==> config.mk <==
export PLATFORM = sky130hd
export DESIGN_NAME = weight_ram_arbiter
export DESIGN_NICKNAME = d
export VERILOG_FILES = /design/src/rtl/weight_ram_arbiter.sv
export SDC_FILE = /design/constraint.sdc
export NUM_CORES = 1
export LEC_CHECK = 0
export BUFFER_PORTS_ARGS = -buffer_cell sky130_fd_sc_hd__buf_2
export CAP_MARGIN = 20
export CORE_MARGIN = 10
export CORE_UTILIZATION = 33
export CTS_BUF_LIST = sky130_fd_sc_hd__clkbuf_4
export CTS_CLUSTER_SIZE = 24
export DETAILED_ROUTE_END_ITERATION = 10
export GPL_TIMING_DRIVEN = 1
export PLACE_DENSITY = 0.7
export SLEW_MARGIN = 30
export SYNTH_ARGS = -nofsm -noshare
export SYNTH_HDL_FRONTEND = slang
export SYNTH_SLANG_ARGS = --single-unit
==> constraint.sdc <==
create_clock -name clk -period 3.65 [get_ports clk]
set_input_delay 0.1825 -clock clk [delete_from_list [all_inputs] [get_ports clk]]
set_output_delay 0.1825 -clock clk [all_outputs]
set_load 0.03 [all_outputs]
==> src/rtl/weight_ram_arbiter.sv <==
// rtl/weight_ram_arbiter.sv - round-robin read/write arbiter for a single-port weight RAM
// Issues at most one registered RAM op per cycle and returns read data with fixed 3-cycle latency.
module weight_ram_arbiter #(
  parameter int DATA_WIDTH = 32,
  parameter int ADDR_WIDTH = 5
) (
  input  logic                  clk,
  input  logic                  rst_n,
  input  logic                  rd_req,
  input  logic [ADDR_WIDTH-1:0] rd_addr,
  output logic                  rd_gnt,
  output logic                  rd_valid,
  output logic [DATA_WIDTH-1:0] rd_data,
  input  logic                  wr_req,
  input  logic [ADDR_WIDTH-1:0] wr_addr,
  input  logic [DATA_WIDTH-1:0] wr_data,
  output logic                  wr_gnt,
  output logic                  ram_en,
  output logic                  ram_we,
  output logic [ADDR_WIDTH-1:0] ram_addr,
  output logic [DATA_WIDTH-1:0] ram_wdata,
  input  logic [DATA_WIDTH-1:0] ram_rdata,
  output logic                  busy
);

  // last_wr = 1 means the writer won the most recent accept, so a tie goes to the reader
  logic last_wr;
  logic rd_p1;
  logic rd_p2;

  always_comb begin
    rd_gnt = rst_n & rd_req & (~wr_req | last_wr);
    wr_gnt = rst_n & wr_req & (~rd_req | ~last_wr);
  end

  always_ff @(posedge clk or negedge rst_n) begin
    if (!rst_n) begin
      last_wr   <= 1'b1;
      ram_en    <= 1'b0;
      ram_we    <= 1'b0;
      ram_addr  <= '0;
      ram_wdata <= '0;
    end else begin
      ram_en <= rd_gnt | wr_gnt;
      ram_we <= wr_gnt;
      if (rd_gnt | wr_gnt) begin
        last_wr  <= wr_gnt;
        ram_addr <= wr_gnt ? wr_addr : rd_addr;
      end
      if (wr_gnt) begin
        ram_wdata <= wr_data;
      end
    end
  end

  // rd_p1: read op on the RAM bus; rd_p2: ram_rdata carries that read's word
  always_ff @(posedge clk or negedge rst_n) begin
    if (!rst_n) begin
      rd_p1    <= 1'b0;
      rd_p2    <= 1'b0;
      rd_valid <= 1'b0;
      rd_data  <= '0;
    end else begin
      rd_p1    <= rd_gnt;
      rd_p2    <= rd_p1;
      rd_valid <= rd_p2;
      if (rd_p2) begin
        rd_data <= ram_rdata;
      end
    end
  end

  assign busy = ram_en | rd_p1 | rd_p2;

endmodule

==> results.ini <==
[run_status]
status = complete, no violations

[detailed_routing]
vias = 2254
wire_per_inst_um = 16.74
antenna_left = 0
via_per_inst = 4.368
dr.pass1.iters = 4
wl_um = 8640
drc = 0
drt_iter0_drc = 76

[synth]
syn_nets = 259
synth.most_common_cell = dfrtp_1
avgSynthCellArea_um2 = 16.55
synth-edff-count = 0
synth_area_leaders = dfrtp_1 62%, mux2_4 15%, mux2_2 13%, buf_12 2.0%, a31oi_1 1.0%
synthFlopType = dfrtp_1
synthesis.area_mm2 = 0.002995
yosysUniqueCellTypes = 21
synthArstFlopShare = 1.000
yosysWarnings = 0
yosysTopAreaCellShare = 0.6182
synth.top_cells.by_count = 74 x dfrtp_1, 35 x mux2_2, 29 x mux2_4
synth-seq-cells = 75
yosysSeqAreaShare = 0.6270
synthesis.instances = 181
yosys.area.top_type = dfrtp_1

[global_route]
grt_pass1_wl_um = 13670
grt_max_degree = 56
track_usage = 0.1291
antenna_found_initial = 0
grt_pass1_vias = 2657
overflow = 0

[cts]
cts_tree = yes
htreeDepth = 3
clkTransAtPathRegs_ns = 0.13
cts_num_sinks = 75
cts_root_buffer = clkbuf_4
clock_latency_ns = 0.40
clockBufferDepth = 2
numCtsBuffers = 9

[placed_design]
place_congestion = 0.8266
port_buffers = 152
dp_hpwl_um = 5998
pre_cts_slack_ns = 2.094

[worst_setup_path]
path_cells = dlygate4sd3_1 > buf_4 > and2_4 > nand2_8 > inv_1 > buf_2
worst_ep_arrival_time_ns = 1.89
start_kind = input pin
required_ns = 3.47
critPathMaxStageDelay_ns = 0.53
critical_path_class = in -> out
worst-path-buf-inv = 4
path_delay_family = buffers and inverters
crit_path_end_kind = output port
crit_fanout = 33
cpMaxStageDelayCell = dlygate4sd3_1

[sta]
finalSetupTns_ns = 0
fmax_mhz = 482.9
period_share = 0.5674
rsz0062_at_grt = no
hold_viol_final = 0
slew_violations = 0
min_period_ns = 2.071
fin_hold_ws_ns = 0.03328
setup_ws_ns = 1.579
maxSlewHeadroom = 0.5505
setup_viol = 0
worst_pin_slew_ns = 0.6743
skew_ns = 0.01427

[power_and_ir_drop]
total_power_mw = 2.592
irDropWorstVdd_mv = 0.3164
power_leakage_nw = 2.325
pwr_density_cell_mw_per_mm2 = 559.2

[finish]
drive_gt1_frac = 0.5833
final_util = 0.5288
fillers = 744
final_nets = 481
area_delta_synth_final_pct = 54.72
antennaDiodeCount = 0
top_regs = ram_wdata (32), rd_data (32), ram_addr (5)

[die]
core_mm2 = 0.008763
row_count = 34
dieHeight_um = 115.3
ioPinCount = 153
dieArea_mm2 = 0.01329
start_util = 0.3418
die_x_um = 115.3

[worst_hold_path]
hold_path_class = in -> reg

[run]
max_cap_viol_count = 0

final cells by class:
class                   instances  area, um2  share of cell area
clock inverters                 6      88.84             0.01917
clock buffers                  10      75.07             0.01620
well taps                     108      135.1             0.02916
repair buffers                220       1439              0.3105
inverters                       2      7.507            0.001620
flip-flops and latches         75       1878              0.4052
multi-input cells              95       1011              0.2181
final timing paths:
kind | slack (ns) | startpoint | cells past startpoint | end
setup / recovery | 1.58 | rst_n | 6 | wr_gnt
hold / removal | 0.03 | wr_addr[1] | 3 | ram_addr[1]
setup reg to reg | 2.15 | last_wr | 3 | ram_wdata[22]
hold reg to reg | 0.41 | rd_p1 | 0 | rd_p2
max in group asynchronous | 2.46 | rst_n | 3 | ram_wdata[29]
min in group asynchronous | 0.22 | rst_n | 2 | ram_addr[1]
through the flow:
step / instances / area [um2]
floorplan: 181 / 2995
global placement: 434 / 3810
detailed placement: 434 / 3810
CTS: 516 / 4634
global route: 516 / 4634
finish: 516 / 4634
cell usage in the layout (no fill, tap or decap), drive strengths merged, types with 3 or more instances in the layout:
| cell type | n |
|---|---|
| o21ai | 6 |
| nand3 | 5 |
| clkbuf | 10 |
| nand2 | 5 |
| dlygate4sd3 | 66 |
| dfrtp | 74 |
| buf | 154 |
| nor2 | 5 |
| a31oi | 5 |
| mux2 | 64 |
| inv | 3 |
logic make-up (layout without fill, tap and decap cells):
kind of cell,after synthesis,count (layout),synth area share
DFF,75,75,0.6270
muxes,64,64,0.2769
and+or+nand+nor,18,18,0.03593
AOI/OAI and AO/OA,13,13,0.02464
buffers and inverters,11,238,0.03550
layer usage:
layer  vias to the layer above  part of all wire  track usage
li1                       1078                 -            -
met1                      1074              0.38       0.1369
met2                        93              0.53       0.2312
met3                         9             0.082      0.05052
met4                         0            0.0081      0.03713
met5                         -                 0            0
worst min-delay path, delay by kind of cell:
| kind | cells | cell delay (ns) |
|---|---|---|
| AO/OA/AOI/OAI | 1 | 0.07 |
| buffers and inverters | 1 | 0.10 |
| AND/OR/NAND/NOR | 1 | 0.06 |
where the power goes:
| part | internal (mW) | switching, mW |
|---|---|---|
| logic | 0.369 | 0.553 |
| registers | 1.00 | 0.0904 |
| clock network | 0.287 | 0.292 |
what timing repair did:
item                      4_1_cts  5_1_grt
resized for setup               0        0
hold buffers                   66        0
hold endpoints to repair       85        0
setup buffers                   0        0
No activity file was read; power rests on OpenSTA's default activity.
